==> src/rtl/tank_level_ctrl.sv <==
// rtl/tank_level_ctrl.sv - hysteresis fill/consume supervisor for the tank level block
// Registered FSM: IDLE/FILLING/SERVING/FAULT with stall detection and a saturating refill counter.
module tank_level_ctrl #(
   parameter logic [7:0] LOW_MARK    = 8'd32,
   parameter logic [7:0] HIGH_MARK   = 8'd200,
   parameter int         STALL_LIMIT = 16
) (
   input  logic       clk,
   input  logic       rst,
   input  logic [7:0] height,
   input  logic       error,
   input  logic       demand,
   input  logic       clear,
   output logic       fill,
   output logic       consume,
   output logic       alarm,
   output logic [2:0] state,
   output logic [7:0] refill_count
);

   typedef enum logic [2:0] {
      S_IDLE    = 3'd0,
      S_FILLING = 3'd1,
      S_SERVING = 3'd2,
      S_FAULT   = 3'd3
   } state_t;

   localparam logic [7:0] STALL_LIM8 = 8'(STALL_LIMIT);

   state_t     r_state;
   logic [7:0] r_stall;
   logic [7:0] r_prev;
   logic [7:0] r_count;

   state_t     w_next;
   logic [7:0] w_stall_next;
   logic [7:0] w_stall_inc;
   logic       w_refill_done;

   always_comb begin
      w_next        = r_state;
      w_stall_next  = 8'd0;
      w_refill_done = 1'b0;
      w_stall_inc   = (height <= r_prev) ? (r_stall + 8'd1) : 8'd0;
      case (r_state)
         S_IDLE: begin
            if (error)                              w_next = S_FAULT;
            else if (height < LOW_MARK)             w_next = S_FILLING;
            else if (demand && (height != 8'd0))    w_next = S_SERVING;
         end
         S_FILLING: begin
            // High mark beats the stall limit when both land on the same edge.
            if (error) begin
               w_next = S_FAULT;
            end else if (height >= HIGH_MARK) begin
               w_next        = S_IDLE;
               w_refill_done = 1'b1;
            end else if (w_stall_inc >= STALL_LIM8) begin
               w_next = S_FAULT;
            end else begin
               w_stall_next = w_stall_inc;
            end
         end
         S_SERVING: begin
            if (error)                   w_next = S_FAULT;
            else if (height < LOW_MARK)  w_next = S_FILLING;
            else if (!demand)            w_next = S_IDLE;
         end
         S_FAULT: begin
            if (clear && !error)         w_next = S_IDLE;
         end
         default:                        w_next = S_IDLE;
      endcase
   end

   always_ff @(posedge clk) begin
      if (rst) begin
         r_state <= S_IDLE;
         r_stall <= 8'd0;
         r_prev  <= 8'd0;
         r_count <= 8'd0;
         fill    <= 1'b0;
         consume <= 1'b0;
         alarm   <= 1'b0;
      end else begin
         r_state <= w_next;
         r_stall <= w_stall_next;
         r_prev  <= height;
         if (w_refill_done && (r_count != 8'hFF))
            r_count <= r_count + 8'd1;
         fill    <= (w_next == S_FILLING);
         consume <= (w_next == S_SERVING);
         alarm   <= (w_next == S_FAULT);
      end
   end

   assign state        = r_state;
   assign refill_count = r_count;

endmodule
==> config.mk <==
export PLATFORM = sky130hd
export DESIGN_NAME = tank_level_ctrl
export DESIGN_NICKNAME = d
export VERILOG_FILES = /design/src/rtl/tank_level_ctrl.sv
export SDC_FILE = /design/constraint.sdc
export NUM_CORES = 1
export LEC_CHECK = 0
export CORE_ASPECT_RATIO = 0.8
export CORE_MARGIN = 4
export CORE_UTILIZATION = 30
export CTS_CLUSTER_SIZE = 40
export DETAILED_ROUTE_END_ITERATION = 12
export PLACE_DENSITY = 0.63
export SYNTH_ARGS = -nofsm -noshare
export SYNTH_HDL_FRONTEND = slang
export SYNTH_SLANG_ARGS = --single-unit
==> constraint.sdc <==
create_clock -name clk -period 2.48 [get_ports clk]
set_clock_uncertainty 0.05 [all_clocks]
set_input_delay 0.248 -clock clk [delete_from_list [all_inputs] [get_ports clk]]
set_output_delay 0.248 -clock clk [all_outputs]
set_load 0.01 [all_outputs]
Word level (Yosys, flattened, before mapping)
Cells that the tools add are included.

word-level totals
  bits in read-only memories = 0
  logic and storage cells = 43
  flip-flop bits (word level) = 30
  bits of input ports = 13
  latch bits = 0
  bits in writable memories = 0
  output and inout bits = 14
  memories = 0

operators by class
  div/mod/pow operators = 0
  multipliers = 0
  reductions and logical operators = 7
  $lt $le $gt $ge = 4
  multiplexer cells = 15
  bitwise operators = 1
  equality and inequality tests = 7
  $add $sub $neg = 2
  shift-type cells = 0

operators by type and width
  kind                                                        count
  two-way mux 3 bit                                           10
  adder 8 x 1 -> 8 bit, second input constant                 2
  equality test 3 x 2 -> 1 bit, second input constant         4
  one-hot mux 3 bit (4 select lines)                          1
  >= comparator 8 x 5 -> 1 bit, second input constant         1
  >= comparator 8 bit, second input constant                  1
  less-or-equal comparator 8 bit                              1
  less-than comparator 8 x 6 -> 1 bit, second input constant  1
  two-way mux 8 bit                                           1
  != test 8 bit, second input constant                        1
  nonzero test 8 bit                                          1
  equality test 3 x 1 -> 1 bit, second input constant         2
  OR reduction 5 bit                                          1
  logical AND 1 bit                                           3
  zero test 3 bit                                             1
  two-way mux 1 bit                                           3
  zero test 1 bit                                             1
  inverter 1 bit                                              1

Logic depth before layout (Yosys ltp)
Gate-level depths: netlist (run 1).

  word-level depth = 8
  depth in mapped cells = 8
  depth with buffers taken out = 8

Worst setup path before layout (run 1)
OpenSTA, ideal clock, no wires.

  path type = register to register
  start point = reg r_count[0] (netlist: refill_count[0])
  end point = reg r_count[5] (netlist: refill_count[5])
  cell stages (with the launch flop) = 7
  path slack = 0.513 ns
  library setup time = 0.071 ns
  path buffers = 0
  arrival time = 1.847 ns
  data required time = 2.359 ns
  period minus slack after synthesis = 1.967 ns
  path through = dfxtp_1 ha_1 and3_2 a311oi_4 nand4_2 or3_1 a21oi_1

on the way
  word-level cells in the longest chain between the ends = 2
  elaborated cells between the ends (all ways) = 3
  classes of those cells = add/sub: 1; eq/ne: 1; reduce/logical: 1

RTL lines
  item                                                                          line  text
  from (decl)                                                                   33    logic [7:0] r_count;
  from (signal assigned)                                                        90    r_count <= r_count + 8'd1;
  parallel branches: the longest is 2 deep, another holds adder 8 x 1 -> 8 bit  -

Parallel ways; which one is timed is not known.
A chain may end at the register's enable or synchronous reset.

Final worst setup path (run 1)
  start point = reg r_count[0] (netlist: refill_count[0])
  end point = reg r_count[7] (netlist: refill_count[7])

Same word-level chain as after synthesis.

==> results of run 1 <==
-- layer usage --
layer  part of all wire (%)  GRT usage [%]  up-vias
met2                     42           15.6       21
met5                      0              0        -
met4                   0.45           3.73        0
li1                       -              -      542
met1                     52           15.1      465
met3                    5.4           5.07        2
-- worst max-delay path, cell delays in order, from the launching register on --
cell,delay [ns]
dfxtp_1,0.35
ha_1,0.25
and3_2,0.24
a311oi_4,0.33
nand4_2,0.19
or3_1,0.34
a21oi_1,0.14
-- state kept, by name (all words and copies together) (netlist names) --
| name | flops |
|---|---|
| r_stall | 8 |
| consume | 1 |
| alarm | 1 |
| refill_count | 8 |
| state | 3 |
| r_prev | 8 |
| fill | 1 |
-- through the flow --
| step | setup slack, ns | util (%) | hold WS, ns | area [um2] | std cells |
|---|---|---|---|---|---|
| 4_1_cts | 0.514 | 42.4 | 0.421 | 1790 | 231 |
| 6_report | 0.512 | 42.4 | 0.413 | 1790 | 231 |
| 3_3_place_gp | 0.294 | 39.8 | 0.410 | 1680 | 223 |
| 3_5_place_dp | 0.303 | 39.8 | 0.411 | 1680 | 223 |
| 5_1_grt | 0.390 | 42.4 | 0.447 | 1790 | 231 |
| 2_1_floorplan | 0.513 | - | 0.279 | 1340 | 140 |
-- logic make-up (layout without fill, tap and decap cells) --
family,count (synthesis),after routing,synth area share (%)
compound gates,20,20,12.1
fa+ha+maj,10,10,9.43
simple gates,53,53,23.2
flops,30,30,45.2
buf+inv,13,47,3.68
mux,2,2,1.51
xor+xnor,7,7,4.62
other cells,1,5,0.282
-- where the power goes --
part           switching [mW]  internal, mW  leakage [nW]  total, mW
logic                  0.0504        0.0525         0.392      0.103
registers             0.00704         0.496         0.246      0.503
clock network           0.177         0.280        0.0575      0.457
total                   0.234         0.829         0.696       1.06
-- worst paths after layout --
path | startpoint | to | slack [ns] | depth (start not counted)
setup reg to reg | refill_count[0] | refill_count[7] | 0.51 | 6
hold / removal | r_stall[0] | r_stall[0] | 0.41 | 1
setup / recovery | refill_count[0] | refill_count[7] | 0.51 | 6
hold reg to reg | r_stall[0] | r_stall[0] | 0.41 | 1
-- cell type report --
cell class	count	area, um2
fill	424	2440
multi-input combinational	97	693
sequential	30	601
timing repair buffer	28	275
clock buffer	8	110
tap	57	71.3
inverter	11	41.3
-- cell usage after synthesis, types with 2 or more instances --
| library cell | number |
|---|---|
| dfxtp_1 | 30 |
| ha_1 | 10 |
| inv_1 | 10 |
| nor2_1 | 10 |
| nor2b_1 | 9 |
| a21oi_1 | 7 |
| nor3_1 | 7 |
| nand2_1 | 6 |
| xor2_1 | 4 |
| nand4_1 | 3 |
| o21ai_0 | 3 |
| or3_1 | 3 |
| xnor2_1 | 3 |
| a31oi_1 | 2 |
| and3_1 | 2 |
| mux2i_1 | 2 |
| nand3_1 | 2 |
| nor3b_1 | 2 |
==> run_results.csv, run 1 <==
group,metric,value,unit
pwr,powerDensity,593,nW/um2
die,die_w,82.4,um
synth,ys_ff_latch,30,
sta,drv_slew,0,
die,coreArea,4230,um2
sta,min_period_over_period,79.3,%
clocking,cts_buffers,5,
clocking,path_clk_slew,0.06,ns
synth,syn_avg_cell_area,9.76,um2
finish,drive_above_1_share,10.3,%
pwr,ir_drop,280,uV
clocking,postCtsSetupRepairBufs,0,
sta,rsz0062_at_grt,"false",
sta,setup-tns-final,0,ns
clocking,clk_latency,0.28,ns
clocking,ctsResizeCount,0,
setup_path,worstPathArrival,2.13,ns
sta,period_minus_slack,1.97,ns
pwr,p_total,1.06,mW
synth,synth_top_area_share,45.2,%
setup_path,required,2.64,ns
global_routing,grt_pass1_wl,4510,um
global_routing,antenna_found_initial,0,
placement,place.gp.congestion,0.731,
setup_path,crit_fanout,5,
die,start_util,31.4,%
synth,synth_cell_types,39,
setup_path,startpoint_type,"flip-flop",
pwr,power.leakage,0.696,nW
setup_path,path_class,"reg -> reg",
detailed_routing,vias,1030,
clocking,cts_tree,"done",
detailed_routing,first_pass_iters,6,
setup_path,endpoint_kind,"flip-flop",
die,ios,27,
detailed_routing,final_antenna_net_count,0,
synth,async_reset_ff_share,0,%
die,die_h,67.5,um
sta,slew_headroom,65.5,%
global_routing,grt_max_degree,13,
detailed_routing,avgRoutedWirePerCell,11.5,um
finish,n_antenna_cell,0,
sta,hold_viol,0,
sta,setup_violations,0,
sta,tightest_slew,0.516,ns
placement,port_buffers,26,
hold_path,hold_class,"reg -> reg",
synth,synth_top_area_cell,"dfxtp_1",
global_routing,grt_overflow,0,
synth,synth_warnings,0,
global_routing,grt_pass1_vias,986,
global_routing,grt.total_usage,11.2,%
clocking,htreeDepth,2,
sta,max_freq,508,MHz
detailed_routing,vias_per_cell,4.46,
synth,ys_seq_area_share,45.2,%
synth,synth.area.top_cells,"dfxtp_1 45%, ha_1 9.4%, nor2b_1 4.2%, inv_1 2.8%, nor2_1 2.8%",
synth,synth_cells,136,
detailed_routing,drtIter0Drc,27,
clocking,cts_hold_buf,0,
synth,synth_edf_count,0,
clocking,clkSinkCount,30,
clocking,clock_path_buffers,2,
die,dieArea,5560,um2
clocking,clock-root-buffer,"clkbuf_8",
finish,final_cell_mix,"30 x dfxtp_1, 26 x clkdlybuf4s50_1, 10 x inv_1, 10 x nor2_1, 10 x ha_1",
job,drv_cap,0,
synth,syn_area,1330,um2
finish,syn_to_final_growth,35.0,%
detailed_routing,drcViolationCount,0,
run_status,status,"complete, no violations",
placement,hpwl,1980,um
finish,final_common_cell,"dfxtp_1",
die,placementRows,21,
synth,synth-main-ff-cell,"dfxtp_1",
finish,nets,196,
detailed_routing,wirelength,2660,um
Power figures use the tool's default switching activity.
==> inputs of run 2 (changes only) <==
- PLACE_DENSITY: 0.63 -> 0.65
- clock period: 2.48 -> 1.7 ns (I/O delays scaled with it)
==> run 2 against run 1 <==
  * The run now ends with negative setup slack left
  * First-iteration DRC count down 11%
  * Sequential power up 46%
  * Flip-flop and latch count unchanged
  * Core utilization up 7.6 points
  * Non-clock buffer count up 22
  * Global-route usage up 1.3 points
  * Final cell count up 9.1%
  * Via count up 11%
  * Sequential share of layout area down 4.7 points
  * Hold slack worse by 0.24 ns
  * Setup slack worse by 0.57 ns
  * Critical path type is now in -> reg
  * Highest routed layer unchanged
==> run_results.csv, run 2 (synthesis results as in run 1) <==
group,metric,value,unit
sta,setup_violations,4,
pwr,power.leakage,0.846,nW
run_status,status,"complete, but fails checks",
clocking,cts_tree,"done",
detailed_routing,vias_per_cell,4.54,
detailed_routing,wirelength,3100,um
clocking,clkSinkCount,30,
hold_path,hold-path-endpoint,"r_prev[1]",
setup_path,worstPathArrival,1.93,ns
detailed_routing,drtIter0Drc,24,
clocking,htreeDepth,2,
die,dieArea,5560,um2
detailed_routing,drcViolationCount,0,
placement,place.gp.congestion,0.759,
placement,dpl_cell_area,1840,um2
die,start_util,31.4,%
sta,rsz0062_at_grt,"true",
die,ios,27,
sta,setup_ws,-0.0573,ns
clocking,path_clk_slew,0.06,ns
setup_path,r2r_cells,9,
finish,n_antenna_cell,0,
sta,max_freq,569,MHz
pwr,powerDensity,717,nW/um2
setup_path,path_class,"in -> reg",
finish,nets,218,
finish,final_common_cell,"dfxtp_1",
setup_path,r2r_setup_slack,-0.05,ns
sta,period_minus_slack,1.76,ns
setup_path,required,1.87,ns
clocking,clock-root-buffer,"clkbuf_8",
run_status,violations,"negative setup slack",
global_routing,grt_pass1_wl,5090,um
clocking,cts_buffers,5,
detailed_routing,vias,1143,
sta,drv_slew,0,
pwr,ir_drop,337,uV
sta,setup-tns-final,-0.125,ns
hold_path,min_from,"height[1]",
sta,min_period_over_period,103,%
sta,hold_viol,0,
finish,final_design_area_no_fill,2110,um2
hold_path,hold_depth,2,
detailed_routing,first_pass_iters,4,
global_routing,grt_max_degree,18,
finish,final_cell_mix,"25 x dfxtp_1, 23 x buf_4, 22 x clkdlybuf4s50_1",
placement,hpwl,2190,um
clocking,clock_path_buffers,2,
setup_path,endpoint_kind,"flip-flop",
detailed_routing,final_antenna_net_count,0,
die,die_w,82.4,um
global_routing,antenna_found_initial,0,
setup_path,startpoint_type,"input pin",
job,drv_cap,0,
clocking,clk_latency,0.28,ns
setup_path,reg2reg_to,"fill",
global_routing,grt_pass1_vias,1119,
die,die_h,67.5,um
detailed_routing,avgRoutedWirePerCell,12.3,um
die,coreArea,4230,um2
die,placementRows,21,
finish,num-fill-cells,390,
finish,syn_to_final_growth,59.3,%
hold_path,hold_class,"in -> reg",
setup_path,crit_fanout,3,
global_routing,grt.total_usage,12.5,%
global_routing,grt_overflow,0,
clocking,cts_hold_buf,0,
setup_path,regToRegStartpoint,"r_prev[1]",
finish,drive_above_1_share,35.9,%
placement,port_buffers,26,
run 2: cell count changes in the layout (fill, tap and decap cells not counted), sizes merged:
cell / change
clkdlybuf4s50: -4
clkbuf: -1
dlymetal6s2s: +3
buf: +22
dlygate4sd2: +1
run 2: layer usage:
metal | part of all wire, % | global-route usage [%] | vias up
met5 | 0 | 0 | -
met4 | 2.0 | 4.98 | 0
met3 | 4.8 | 5.73 | 8
met2 | 43 | 17.0 | 20
met1 | 50 | 16.9 | 529
li1 | - | - | 586
run 2: cell type report:
cell class                      instances  area (um2)  share of cell area [%]
Clock buffer                            7        86.3                    4.08
Inverter                               11        41.3                    1.95
Multi-Input combinational cell         97         856                    40.5
Sequential cell                        30         609                    28.8
Tap cell                               57        71.3                    3.37
Timing Repair Buffer                   50         450                    21.3
run 2: worst max-delay path: stages:
cell             delay (ns)
clkdlybuf4s50_1        0.48
ha_1                   0.38
o211ai_1               0.13
a21oi_2                0.18
o22ai_2                0.09
a31oi_2                0.22
buf_4                  0.15
o21a_1                 0.11
run 2: worst max path at each step:
stage                     from              end  slack [ns]  cells after the start
3_3_place_gp         height[7]         state[1]       -0.48                      7
3_5_place_dp         height[7]         state[1]       -0.50                      7
4_1_cts              r_prev[1]             fill       -0.14                      9
6_report             height[3]             fill       -0.06                      8
2_1_floorplan  refill_count[0]  refill_count[5]       -0.12                      6
5_1_grt              height[3]             fill       -0.15                      8
run 2: through the flow:
stage	setup WS [ns]	util, %	hold WS (ns)	power, mW	std cells
after floorplan	-0.120	-	0.201	0.828	140
after global placement	-0.479	43.4	0.400	0.917	241
after detailed placement	-0.496	43.4	0.409	0.918	241
after CTS	-0.141	46.3	0.389	1.51	251
after global routing	-0.148	50.0	0.160	1.59	252
final	-0.0573	50.0	0.170	1.52	252
run 2: what timing repair did:
item	4_1_cts	5_1_grt
gates cloned	0	0
setup endpoints to repair	9	14
pin swaps	6	14
buffers inserted	3	1
gates resized for setup	4	33
hold endpoints to repair	0	0
run 2: report_power, final:
group | leakage [nW] | switching [mW] | total (mW) | internal, mW
clock | 0.0443 | 0.251 | 0.571 | 0.320
sequential | 0.248 | 0.00865 | 0.732 | 0.723
combinational | 0.553 | 0.0999 | 0.213 | 0.113
==> inputs of run 3 (changes only) <==
- SKIP_LAST_GASP: default -> 1
==> results of run 3 <==
Final layout, timing and power as in run 2 (identical DEF).
==> edit 1 (flow settings as in run 1) <==
Make the reset (`rst`) asynchronous in one clocked block.
--- a/src/rtl/tank_level_ctrl.sv
+++ b/src/rtl/tank_level_ctrl.sv
@@ -75,3 +75,3 @@
 
-   always_ff @(posedge clk) begin
+   always_ff @(posedge clk or posedge rst) begin
       if (rst) begin
Check against the original RTL: differs if rst is asserted again (counterexample within 4 cycles, from zero or initial values and one cycle with rst high); with rst held inactive, the same outputs for 10 cycles.
==> edit 1 against run 1 <==
- die area up 2.7%
- highest routed layer unchanged
- clock power down 15%
- critical path type is now input port to flop
- combinational power up 47%
- synthesized area up 3.0%
- worst setup slack worse by 0.066 ns
- count of clock-buffer cells in the layout down 1
- sequential cell count unchanged
- total power up 2.6%
- sequential share of layout area up 7.9 points
- wire length up 1.6%
- design area up 1.2%
==> edit 1: results (changes against run 1) <==
Post-DP Area - 1722 um^2 (+2.4%)
Status - finished clean
Final core utilization - 0.4233 (about the same)
First-pass GRT wire length - 4650 um (+3.1%)
Fillers - 416 (-1.9%)
Cell variety after synth - 32 (-18%)
First-pass DRT Iterations - 4 (-2)
Post-Synth XOR/XNOR Area - 0.05764 (+0.01146)
Via density - 4.416 (-0.96%)
IR drop worst, VDD - 0.0003346 V (+20%)
Dpl hpwl - 2094 um (+5.6%)
Layout cells sized above 1 - 0.08280 (-0.02065)
Mux cell area share after synthesis - 0.008234 (-0.006846)
Sequential area share after synthesis - 0.5489 (+0.09654)
Final #Nets - 179 (-8.7%)
Worst endpoint data arrival time - 2.19 ns (+0.06 ns)
Critical path's largest stage delay - 0.51 ns (+0.16 ns)
Total Routing Usage GR - 0.1080 (-0.003734)
Final wirelength - 2707 um (+1.6%)
Most used DFF post-synth - dfrtp_1
Met2 Use GR - 0.1760 (+0.02000)
RD Place Congestion - 0.8167 (+12%)
Switching share of power - 0.2440 (+0.02352)
Post-synth ARST share - 1.000 (+1.000)
Crit path from - height[5]
Critical Path Sink - r_stall[3]$_DFF_PP0_
Most frequent cells after synthesis - dfrtp_1 (30), inv_1 (13), nor2_1 (11), ha_1 (10), nand2_1 (7)
Global-route met1 utilization - 0.1224 (-0.02882)
Worst R2R End - refill_count[5]$_DFFE_PP0P_
[edit 1: cell types whose count changed in the layout (fill, tap and decap cells not counted), sizes merged, moves of 3 or more]
cell / change
or3: -3
nor2b: -9
dfxtp: -30
nor3: -4
dfrtp: +30
nor3b: -3
[edit 1: area by class of cell]
| class | instances | share of cell area |
|---|---|---|
| Clock inverter | 1 | 0.002761 |
| Inverter | 13 | 0.02692 |
| Timing Repair Buffer | 27 | 0.1477 |
| Multi-Input combinational cell | 79 | 0.3216 |
| Clock buffer | 7 | 0.04762 |
| Tap cell | 57 | 0.03934 |
| Sequential cell | 30 | 0.4141 |
[edit 1: power groups by stage]
stage | combinational, mW | clock (mW) | sequential (mW)
global route | 0.170 | 0.434 | 0.553
detailed placement | 0.155 | 0 | 0.557
floorplan | 0.0631 | 0 | 0.562
CTS | 0.155 | 0.409 | 0.549
global placement | 0.152 | 0 | 0.557
finish | 0.151 | 0.390 | 0.549
==> edit 2 (settings of run 1) <==
Made on the original files. Change the parameter `STALL_LIMIT` from 16 to 8.
--- a/src/rtl/tank_level_ctrl.sv
+++ b/src/rtl/tank_level_ctrl.sv
@@ -5,3 +5,3 @@
    parameter logic [7:0] HIGH_MARK   = 8'd200,
-   parameter int         STALL_LIMIT = 16
+   parameter int         STALL_LIMIT = 8
 ) (
Function: changed (Yosys sat finds a counterexample within 10 cycles, from zero or initial values and one cycle with rst high).
==> edit 2 against run 1 <==
- sequential cell count unchanged
- design area decreased by 1.4%
- highest routed layer unchanged
- sequential power increased by 0.8%
- worst setup slack improved by 0.15 ns
- hold slack improved by 0.0060 ns
- synthesized area increased by 0.94%
- critical path depth increased by 1
- total power decreased by 9.4%
- first-iteration DRC count increased by 120%
- wire length increased by 1.1%
==> edit 2: results (changes against run 1) <==
Worst endpoint data arrival time - 1.93 ns (-0.20 ns)
Final #Nets - 203 (+3.6%)
Final hold vios - 0 (unchanged)
Vias in the first global route - 1031 (+4.6%)
Cell leakage power - 0.6873 nW (-1.2%)
Crit-path max FO - 4 (-1)
Fillers - 445 (+5.0%)
Worst flop-to-flop path startpoint - r_prev[2]$_SDFF_PP0_
Pin count of the biggest net entering global routing - 20 (+7)
Comb pwr - 98.9 uW (-4%)
Number of diodes - 0 (unchanged)
FF-to-FF setup slack - 0.78 ns (+0.27 ns)
DR iter-0 viols - 59 (+120%)
Most frequent cells after synthesis - dfxtp_1 (30), nor2_1 (16), inv_1 (13), ha_1 (10), nand2_1 (8)
Tot Pwr - 962.6 uW (-9.4%)
RD Place Congestion - 0.7092 (-3.0%)
Layout cells sized above 1 - 0.06111 (-0.04234)
Dpl hpwl - 2008 um (+1.2%)
Drt wl/cell - 11.37 um (-1.4%)
Crit path from - height[7]
CTS root buffer - clkbuf_8
Worst hold path startpoint - r_stall[0]$_SDFF_PP0_
Vias - 1059 (+2.8%)
Sequential area share after synthesis - 0.4482 (-0.004224)
Hold Crit Class - flop to flop
IR drop worst, VDD - 0.0002625 V (-6.2%)
Cell variety after synth - 37 (-5.1%)
Critical path's largest stage delay - 0.49 ns (+0.14 ns)
Hold slack - 0.4188 ns (+0.006015 ns)
P_sw - 220.4 uW (-6.0%)
Post-DP Area - 1690 um^2 (+0.52%)
Status - finished clean
Crit-path slowest cell - clkdlybuf4s50_1
Crit path max-delay family - buffers and inverters
Synth area leaders - dfxtp_1 (45%), ha_1 (9.3%), nor2_1 (4.5%), xnor2_1 (3.9%), inv_1 (3.6%)
First-pass GRT wire length - 4636 um (+2.7%)
First-pass DRT Iterations - 4 (-2)
Total Routing Usage GR - 0.1097 (-0.002050)
Seq group - 507 uW (+0.8%)
-- edit 2: cell types whose count changed after synthesis, moves of 3 or more --
cell | run 1 | this run
nor2_1 | 10 | 16
inv_1 | 10 | 13
nand2b_1 | 0 | 3
xnor2_1 | 3 | 6
-- edit 2: logic make-up (layout without fill, tap and decap cells) --
family	after synthesis	count (layout)	synth area share
XOR/XNOR	8	8	0.05229
AND/OR/NAND/NOR	57	57	0.2334
AO/OA/AOI/OAI	22	22	0.1279
adder cells (fa/ha/maj)	10	10	0.09337
flip-flops	30	30	0.4482
buffers and inverters	15	47	0.04201
other	1	6	0.002798
-- edit 2: per-layer routing --
| metal | track usage | routed length (um) | up-vias |
|---|---|---|---|
| met3 | 0.03867 | 165 | 2 |
| met2 | 0.1630 | 1081 | 29 |
| met5 | 0 | 0 | - |
| li1 | - | - | 560 |
| met4 | 0.03673 | 25 | 0 |
| met1 | 0.1472 | 1421 | 468 |
-- edit 2: stage by stage --
stage,worst slack [ns],std cells
final,0.6652,237
after global routing,0.4704,237
after CTS,0.6620,237
after detailed placement,0.3872,230
after global placement,0.3695,230
after floorplan,0.9389,148
-- edit 2: layout make-up --
type,instances,area [um^2],area share
Timing Repair Buffer,27,267.8,0.1516
Inverter,13,48.80,0.02762
Tap cell,57,71.32,0.04037
Clock buffer,7,76.32,0.04320
Multi-Input combinational cell,103,701.9,0.3973
Sequential cell,30,600.6,0.3399
-- edit 2: path summary, 6_finish.rpt --
check | cells past startpoint | end
hold reg to reg | 1 | r_stall[0]$_SDFF_PP0_
setup reg to reg | 7 | fill$_SDFF_PP0_
setup / recovery | 7 | fill$_SDFF_PP0_
hold / removal | 1 | r_stall[0]$_SDFF_PP0_
